## src/rtl/alu_multicycle.sv

```systemverilog
// rtl/alu_multicycle.sv - execute-stage ALU with iterative MULT (and DIV when ALU_DIV_EN is defined)
module alu_multicycle #(
    parameter int WIDTH = 32,
    parameter int CMD_W = 4
) (
    input  logic             clk,
    input  logic             rst,
    input  logic             in_valid,
    output logic             in_ready,
    input  logic [CMD_W-1:0] exe_cmd,
    input  logic [WIDTH-1:0] val1,
    input  logic [WIDTH-1:0] val2,
    output logic             out_valid,
    input  logic             out_ready,
    output logic [WIDTH-1:0] alu_out,
    output logic             zero,
    output logic             ovf,
    output logic             busy
);
    localparam int SHW = $clog2(WIDTH);

    localparam logic [CMD_W-1:0] CMD_ADD  = CMD_W'(0);
    localparam logic [CMD_W-1:0] CMD_SUB  = CMD_W'(1);
    localparam logic [CMD_W-1:0] CMD_AND  = CMD_W'(2);
    localparam logic [CMD_W-1:0] CMD_OR   = CMD_W'(3);
    localparam logic [CMD_W-1:0] CMD_NOR  = CMD_W'(4);
    localparam logic [CMD_W-1:0] CMD_XOR  = CMD_W'(5);
    localparam logic [CMD_W-1:0] CMD_SLL  = CMD_W'(6);
    localparam logic [CMD_W-1:0] CMD_SRL  = CMD_W'(7);
    localparam logic [CMD_W-1:0] CMD_SRA  = CMD_W'(8);
    localparam logic [CMD_W-1:0] CMD_MULT = CMD_W'(9);
    localparam logic [CMD_W-1:0] CMD_MFHI = CMD_W'(10);
    localparam logic [CMD_W-1:0] CMD_MFLO = CMD_W'(11);
`ifdef ALU_DIV_EN
    localparam logic [CMD_W-1:0] CMD_DIV  = CMD_W'(12);
`endif

    typedef enum logic [1:0] {
        S_IDLE,
        S_MUL
`ifdef ALU_DIV_EN
        ,
        S_DIV
`endif
    } state_t;

    state_t state_q, state_d;

    logic [WIDTH-1:0] hi, lo;
    logic [WIDTH-1:0] p_hi, p_lo, opb;
    logic [SHW-1:0]   cnt;

    logic [WIDTH-1:0] sum, diff, sc_res;
    logic             sc_ovf;
    logic [SHW-1:0]   shamt;
    logic             accept, is_mult, is_div, last;

    assign sum     = val1 + val2;
    assign diff    = val1 - val2;
    assign shamt   = val2[SHW-1:0];
    assign accept  = in_valid & in_ready;
    assign is_mult = (exe_cmd == CMD_MULT);
`ifdef ALU_DIV_EN
    assign is_div  = (exe_cmd == CMD_DIV);
`else
    assign is_div  = 1'b0;
`endif
    assign last     = (cnt == SHW'(WIDTH - 1));
    assign in_ready = (state_q == S_IDLE) & (~out_valid | out_ready);
    assign busy     = (state_q != S_IDLE);

    always_comb begin
        sc_res = '0;
        sc_ovf = 1'b0;
        case (exe_cmd)
            CMD_ADD: begin
                sc_res = sum;
                sc_ovf = (val1[WIDTH-1] == val2[WIDTH-1]) && (sum[WIDTH-1] != val1[WIDTH-1]);
            end
            CMD_SUB: begin
                sc_res = diff;
                sc_ovf = (val1[WIDTH-1] != val2[WIDTH-1]) && (diff[WIDTH-1] != val1[WIDTH-1]);
            end
            CMD_AND:  sc_res = val1 & val2;
            CMD_OR:   sc_res = val1 | val2;
            CMD_NOR:  sc_res = ~(val1 | val2);
            CMD_XOR:  sc_res = val1 ^ val2;
            CMD_SLL:  sc_res = val1 << shamt;
            CMD_SRL:  sc_res = val1 >> shamt;
            CMD_SRA:  sc_res = $signed(val1) >>> shamt;
            CMD_MFHI: sc_res = hi;
            CMD_MFLO: sc_res = lo;
            default:  sc_res = '0;
        endcase
    end

    // Shift-add step: p_hi accumulates the partial product, p_lo holds the unconsumed multiplier bits.
    logic [WIDTH:0]   mul_sum;
    logic [WIDTH-1:0] mul_next_hi, mul_next_lo;
    assign mul_sum     = {1'b0, p_hi} + (p_lo[0] ? {1'b0, opb} : {(WIDTH+1){1'b0}});
    assign mul_next_hi = mul_sum[WIDTH:1];
    assign mul_next_lo = {mul_sum[0], p_lo[WIDTH-1:1]};

`ifdef ALU_DIV_EN
    // Restoring step: p_hi is the running remainder, p_lo shifts dividend out and quotient in.
    // A zero divisor always subtracts, yielding an all-ones quotient and the dividend as remainder.
    logic [WIDTH:0]   div_shift;
    logic             div_ge;
    logic [WIDTH-1:0] div_next_hi, div_next_lo;
    assign div_shift   = {p_hi, p_lo[WIDTH-1]};
    assign div_ge      = (div_shift >= {1'b0, opb});
    assign div_next_hi = div_ge ? (div_shift[WIDTH-1:0] - opb) : div_shift[WIDTH-1:0];
    assign div_next_lo = {p_lo[WIDTH-2:0], div_ge};
`endif

    always_ff @(posedge clk) begin
        if (rst) state_q <= S_IDLE;
        else     state_q <= state_d;
    end

    always_comb begin
        state_d = state_q;
        case (state_q)
            S_IDLE: begin
                if (accept && is_mult) state_d = S_MUL;
`ifdef ALU_DIV_EN
                if (accept && is_div)  state_d = S_DIV;
`endif
            end
            S_MUL: if (last) state_d = S_IDLE;
`ifdef ALU_DIV_EN
            S_DIV: if (last) state_d = S_IDLE;
`endif
            default: state_d = S_IDLE;
        endcase
    end

    always_ff @(posedge clk) begin
        if (rst) begin
            out_valid <= 1'b0;
            alu_out   <= '0;
            zero      <= 1'b0;
            ovf       <= 1'b0;
            hi        <= '0;
            lo        <= '0;
            p_hi      <= '0;
            p_lo      <= '0;
            opb       <= '0;
            cnt       <= '0;
        end else begin
            if (out_valid && out_ready) out_valid <= 1'b0;
            case (state_q)
                S_IDLE: begin
                    if (accept) begin
                        if (is_mult || is_div) begin
                            p_hi <= '0;
                            p_lo <= val1;
                            opb  <= val2;
                            cnt  <= '0;
                        end else begin
                            alu_out   <= sc_res;
                            zero      <= (sc_res == '0);
                            ovf       <= sc_ovf;
                            out_valid <= 1'b1;
                        end
                    end
                end
                S_MUL: begin
                    p_hi <= mul_next_hi;
                    p_lo <= mul_next_lo;
                    cnt  <= cnt + 1'b1;
                    if (last) begin
                        hi        <= mul_next_hi;
                        lo        <= mul_next_lo;
                        alu_out   <= mul_next_lo;
                        zero      <= (mul_next_lo == '0);
                        ovf       <= 1'b0;
                        out_valid <= 1'b1;
                    end
                end
`ifdef ALU_DIV_EN
                S_DIV: begin
                    p_hi <= div_next_hi;
                    p_lo <= div_next_lo;
                    cnt  <= cnt + 1'b1;
                    if (last) begin
                        hi        <= div_next_hi;
                        lo        <= div_next_lo;
                        alu_out   <= div_next_lo;
                        zero      <= (div_next_lo == '0);
                        ovf       <= 1'b0;
                        out_valid <= 1'b1;
                    end
                end
`endif
                default: ;
            endcase
        end
    end
endmodule

```

## config.mk

```make
export PLATFORM = sky130hd
export DESIGN_NAME = alu_multicycle
export DESIGN_NICKNAME = d
export VERILOG_FILES = /design/src/rtl/alu_multicycle.sv
export SDC_FILE = /design/constraint.sdc
export NUM_CORES = 1
export LEC_CHECK = 0
export BUFFER_PORTS_ARGS = -buffer_cell sky130_fd_sc_hd__clkbuf_2
export CAP_MARGIN = 20
export CORE_ASPECT_RATIO = 0.75
export CORE_MARGIN = 2
export CORE_UTILIZATION = 40
export CTS_BUF_LIST = sky130_fd_sc_hd__clkbuf_16
export DETAILED_ROUTE_END_ITERATION = 12
export PLACE_DENSITY = 0.65
export SLEW_MARGIN = 20
export SYNTH_ARGS = -nofsm -noshare
export SYNTH_HDL_FRONTEND = slang
export SYNTH_SLANG_ARGS = --single-unit
```

## constraint.sdc

```tcl
create_clock -name clk -period 5.7 [get_ports clk]
set_clock_uncertainty 0.05 [all_clocks]
set_input_delay 0.285 -clock clk [delete_from_list [all_inputs] [get_ports clk]]
set_output_delay 0.285 -clock clk [all_outputs]
set_load 0.005 [all_outputs]
```

# After elaboration in Yosys (flattened, before gate mapping)
# Index checks and enable logic that the tools add are counted.
# totals
reg_bits,202
latch_bits,0
ramBits,0
mem_bits_ro,0
out_inout_bits,37
word_cells,95
n_memories,0
# classes
add_sub_neg,4
mul,0
div,0
magnitude_cmp,0
n_eq_ne,22
shifts,3
mux,32
bitwise,8
reduce_logical,15
# ops
operator,count
$pmux W32 S11,1
$mux W32,8
$pmux W32 S2,3
$logic_not A32 Y1,2
$add A32 B32 Y33,1
$add A32 B32 Y32,1
$and A32 B32 Y32,1
$not A32 Y32,1
$or A32 B32 Y32,1
$shl A32 B5 Y32,1
$shr A32 B5 Y32,1
$sshr A32 B5 Y32,1
$sub A32 B32 Y32,1
$xor A32 B32 Y32,1
$eq A4 B3 Y1 const B,4
$eq A4 B4 Y1 const B,4
$mux W1,10
$mux W5,2
$pmux W5 S2,1
$eq A4 B2 Y1 const B,2
$ne A2 B2 Y1 const B,4
$pmux W1 S2,4
$reduce_and A3 Y1,2
$add A5 B1 Y5 const B,1
other kinds (17),26

# Logic depth before layout (Yosys ltp)
# logic_depth
ltp_word,7
depth_mapped,20
depth_no_buf,17

# Worst setup path after synthesis
# OpenSTA, ideal clock, no wires.
# synth_timing
path_kind,input to register
from,input val2[3]
to,register zero
setup_ns,0.084
arrival_ns,4.560
setup_slack_ns,1.005
path_stages,19
path_buffers,4
cell_sequence,inv_1 -> clkbuf_1 -> clkbuf_1 -> buf_1 -> ha_1 -> buf_2 -> nor2b_1 -> a211oi_1 -> o21a_1 -> a2111oi_0 -> o21ai_1 -> a21boi_1 -> mux2i_1 -> o211ai_1 -> or4_1 -> or4_1 -> nor4_1 -> nand3b_1 -> o31ai_2
# synth_between
elab_chain_len,7
word_cells_on_any_way,14
cone_classes,add/sub: 2; shift: 3; mux: 4; bitwise: 4; reduce/logical: 1
# synth_rtl
element,line,source
"start, declared",12,"input logic [WIDTH-1:0] val2,"
"parallel branches: the longest is 2 deep, another holds $sub A32 B32 Y32",--,
$pmux W32 S11 *,75,case (exe_cmd)
$logic_not A32 Y1 *,162,zero <= (sc_res == '0);
$mux W1 *,155,if (is_mult || is_div) begin
$mux W1 *,154,if (accept) begin
$pmux W1 S2 *,152,case (state_q)
"end signal, assigned",162,
"end signal, assigned",176,zero <= (mul_next_lo == '0);
"end, declared",16,"output logic zero,"
# Every way passes the cells marked *. The select of a mux whose other input is x is not followed.
# A chain may end at the register's enable or synchronous reset.

# Final worst setup path
# layout_timing
from,register p_lo[0]
to,register hi[29]
# layout_between
elab_chain_len,2
# layout_rtl
element,line,source
"start, declared",50,"logic [WIDTH-1:0] p_hi, p_lo, opb;"
"start signal, assigned",157,p_lo <= val1;
"start signal, assigned",170,p_lo <= mul_next_lo;
$mux W32,100,"assign mul_sum = {1'b0, p_hi} + (p_lo[0] ? {1'b0, opb} : {(WIDTH+1){1'b0}});"
$add A32 B32 Y33,100,
"end signal, assigned",173,hi <= mul_next_hi;
"end, declared",49,"logic [WIDTH-1:0] hi, lo;"
# No other way between the ends.

==> qor.tcl <==
set qor(outcome) {complete, no violations}
set qor(vias_per_cell) 6.58
set qor(hold-path-endpoint) {opb[28]$_SDFFE_PP0P_}
set qor(synth-seq-area-share_pct) 20.4
set qor(maximum_number_of_pins_on_one_net_before_global_route_repair) 83
set qor(final.min_clock_period_ns) 4.94
set qor(num_rows) 70
set qor(synth_ff_type) {sky130_fd_sc_hd__dfxtp_1}
set qor(setup_repair_after_global_routing_missed_its_margin) {no}
set qor(core_area_sq_mm) 0.0487
set qor(final_common_cell) {sky130_fd_sc_hd__nand2_1}
set qor(crit_path_frequent_cell) {sky130_fd_sc_hd__a21oi_1}
set qor(cts.repair.resized) 0
set qor(root_buffer) {sky130_fd_sc_hd__clkbuf_16}
set qor(critPathMaxFanout) 4
set qor(regToRegEndpoint) {hi[29]$_SDFFE_PP0P_}
set qor(power.internal_uw) 2540
set qor(cts_tree) {yes}
set qor(die_width_um) 260
set qor(grtUsageTotal_pct) 36.7
set qor(nets) 2924
set qor(final_min_period_over_clock_period_pct) 86.7
set qor(critPathBufInv) 0
set qor(worst_pin_slew_ns) 1.26
set qor(most-common-layout-cells) {sky130_fd_sc_hd__nand2_1, sky130_fd_sc_hd__a21oi_1, sky130_fd_sc_hd__nor2_1}
set qor(share_seq_of_total_power_pct) 35.5
set qor(comb_power_share_pct) 33.8
set qor(ys_async_sr_fraction_pct) 0
set qor(synth_edf_count) 0
set qor(first_global_vias) 20600
set qor(synthesis_to_finish_area_growth_pct) 9.42
set qor(synth_cells) 2698
set qor(route.final.wire_length_um) 96600
set qor(clockBufferDepth) 3
set qor(drt-pass1-iter-count) 8
set qor(detailedPlacementHpwl_um) 74100
set qor(quantity_of_i_o_buffers_inserted_on_ports) 108
set qor(grt_remaining_overflow) 0
set qor(switchingPower_uw) 1540
set qor(final_util_pct) 44.3
set qor(floorplan.io_pins) 109
set qor(die_height_um) 196
set qor(cpLargestDelayFamily) {compound AO/OA/AOI/OAI gates}
set qor(timing.setup.tns_ns) 0
set qor(startpoint_type) {flip-flop}
set qor(cts_num_sinks) 201
set qor(syn_area_sq_mm) 0.0197
set qor(crit_cells) 16
set qor(p_per_area_mw_per_mm2) 189
set qor(cts.clk_slew.worst_paths_ns) 0.07
set qor(route.vias.total) 22200
set qor(number_of_hold_slack_violations_in_the_final_timing_report) 0
set qor(power_switching_share_pct) 37.7
set qor(layout.filler_cells) 5064
set qor(crit_path_arrival_time_ns) 5.32
set qor(place_congestion) 1.05
set qor(fin_ws_ns) 0.759
set qor(min_path_cells) 3
set qor(dieArea_sq_mm) 0.0511
set qor(rr_startpoint) {p_lo[0]$_SDFFE_PP0P_}
set qor(drv_slew) 0
set qor(clk_latency_ns) 0.51
set qor(avgSynthCellArea_sq_um) 7.30
set qor(detail_route.iter0.violations) 2866
set qor(timing.critical_path.required_ns) 6.08
set qor(antenna_left) 0
set qor(critical_path.slowest_cell) {sky130_fd_sc_hd__or4b_1}
set qor(leakage_uw) 0.00887
set qor(worst_reg2reg_path_length_in_cells) 16
set qor(r2r_slack_ns) 0.76
set qor(number_of_antenna_violations_at_the_first_check_in_global_routing) 0
set qor(drt_drc_violations_left) 0
set qor(cts_htree_levels) 1
set qor(first_pass_grt_wire_length_um) 140000
set qor(worst_path_largest_cell_delay_ns) 0.63
set qor(worst_slew_margin_rel_pct) 15.3
set qor(post_dp_cell_area_sq_mm) 0.0210
set qor(fmax_ghz) 0.202
set qor(max-cap-violations) 0
set qor(preCtsSetupSlack_ns) 0.564
set qor(post_route_cell_area_sq_mm) 0.0216
set qor(crit_path_end_kind) {flip-flop}
set qor(min-delay-start) {val2[28]}
set qor(holdCritPathClass) {primary input to flip-flop}
set qor(finalSetupViolations) 0
set qor(yosys_warnings) 0
set qor(floorplan.initialDensity_pct) 40.4
set qor(clkPwrFrac_pct) 30.7
set qor(syn-num-nets) 2912
set qor(setup.worst_path.class) {flip-flop to flip-flop}
set qor(synth_seq_cells) 201
set qor(worst_ir_drop_vdd_uv) 179
set qor(crit_path_cell_trace) {and2_1, ha_1, fa_1, a21o_1, a21oi_1, o21bai_1, a21oi_1, o22ai_1, or4b_1, a311oi_2, o31ai_1, o41a_1, o41ai_1, xnor2_1, nand2_1, a21oi_1}
set qor(post_route_cells_drive_above_1_share_pct) 12.5
set qor(number_of_buffers_created_by_cts) 19
set qor(wirelength_per_cell_um) 28.6
set qor(synth.lib_cells_used.distinct) 101
state kept, by name, indices dropped and copies added (netlist names):
register / cells
alu_out: 32
hi: 32
lo: 32
opb: 32
p_hi: 32
p_lo: 32
cnt: 5
out_valid: 1
ovf: 1
state_q: 1
zero: 1
worst max-delay path by stage:
| stage | start | end |
|---|---|---|
| detailed placement | val2[0] | zero$_SDFFE_PP0P_ |
| global placement | val2[0] | zero$_SDFFE_PP0P_ |
| global route | p_lo[0]$_SDFFE_PP0P_ | hi[29]$_SDFFE_PP0P_ |
| finish | p_lo[0]$_SDFFE_PP0P_ | hi[29]$_SDFFE_PP0P_ |
| floorplan | val2[3] | zero$_SDFFE_PP0P_ |
| CTS | p_lo[0]$_SDFFE_PP0P_ | hi[29]$_SDFFE_PP0P_ |
logic make-up (layout without fill, tap and decap cells):
kind of cell,after synthesis,in the layout,synth area share (%)
compound gates,868,868,28.7
xor+xnor,48,48,2.13
fa+ha+maj,142,142,9.13
buf+inv,327,351,7.18
flops,201,201,20.4
mux,141,141,9.44
other cells,0,1,0
simple gates,971,971,23.0
layout make-up:
class | instances | area (sq um) | share of cell area (%)
Tap cell | 648 | 811 | 3.76
Multi-Input combinational cell | 2170 | 14300 | 66.5
Timing Repair Buffer | 212 | 1400 | 6.48
Sequential cell | 201 | 4030 | 18.7
Inverter | 106 | 398 | 1.85
Clock inverter | 14 | 105 | 0.488
Clock buffer | 19 | 475 | 2.21
Antenna cell | 1 | 2.50 | 0.0116
per-layer routing:
layer / global-route usage [%] / vias to the layer above / share of wire, % / wire [um]
met5: 0 / - / 0 / 0
met4: 14.9 / 0 / 4.6 / 4480
met3: 8.23 / 205 / 11 / 10900
met2: 53.7 / 1451 / 41 / 40100
met1: 51.8 / 10700 / 43 / 41100
li1: - / 9848 / - / -
worst register-to-register path, cell delays in order, from the launching register on:
cell and delay, ns:
sky130_fd_sc_hd__dfxtp_1 0.32, sky130_fd_sc_hd__and2_1 0.15, sky130_fd_sc_hd__ha_1 0.21, sky130_fd_sc_hd__fa_1 0.44, sky130_fd_sc_hd__a21o_1 0.21, sky130_fd_sc_hd__a21oi_1 0.22, sky130_fd_sc_hd__o21bai_1 0.09, sky130_fd_sc_hd__a21oi_1 0.35
sky130_fd_sc_hd__o22ai_1 0.27, sky130_fd_sc_hd__or4b_1 0.63, sky130_fd_sc_hd__a311oi_2 0.50, sky130_fd_sc_hd__o31ai_1 0.22, sky130_fd_sc_hd__o41a_1 0.40, sky130_fd_sc_hd__o41ai_1 0.34, sky130_fd_sc_hd__xnor2_1 0.21, sky130_fd_sc_hd__nand2_1 0.08
sky130_fd_sc_hd__a21oi_1 0.16
power by group through the flow:
stage	logic [uW]	clock network, uW	registers, uW
CTS	1320	1260	1450
floorplan	806	0	1470
global placement	1320	0	1480
finish	1380	1250	1450
global route	1440	1330	1450
detailed placement	1320	0	1480
per-stage QoR:
| step | power, uW | cells | hold WS (ns) |
|---|---|---|---|
| after detailed placement | 2800 | 3336 | 0.394 |
| after global routing | 4230 | 3370 | 0.0125 |
| after floorplan | 2280 | 2698 | 0.371 |
| final | 4070 | 3371 | 0.0148 |
| after global placement | 2800 | 3336 | 0.390 |
| after CTS | 4040 | 3370 | 0.0113 |
synth_stat cells, drive strengths merged, types with 24 or more instances:
master | count | area, sq um
a211oi | 31 | 243
a21o | 34 | 255
a21oi | 322 | 1620
a22oi | 62 | 465
a31oi | 35 | 219
and2 | 49 | 307
and3 | 43 | 269
buf | 74 | 464
clkbuf | 147 | 552
dfxtp | 201 | 4020
ha | 139 | 1740
inv | 102 | 383
mux2i | 89 | 895
mux4 | 33 | 751
nand2 | 416 | 1560
nand2b | 39 | 244
nand3 | 46 | 235
nor2 | 203 | 762
nor3 | 49 | 245
o211ai | 42 | 315
o21ai | 127 | 639
o22ai | 24 | 150
xnor2 | 38 | 333
timing repair:
item	4_1_cts	5_1_grt
setup buffers	0	0
hold endpoints to repair	1	0
hold buffers	1	0
Note: power is estimated with default switching activity, not from simulation.
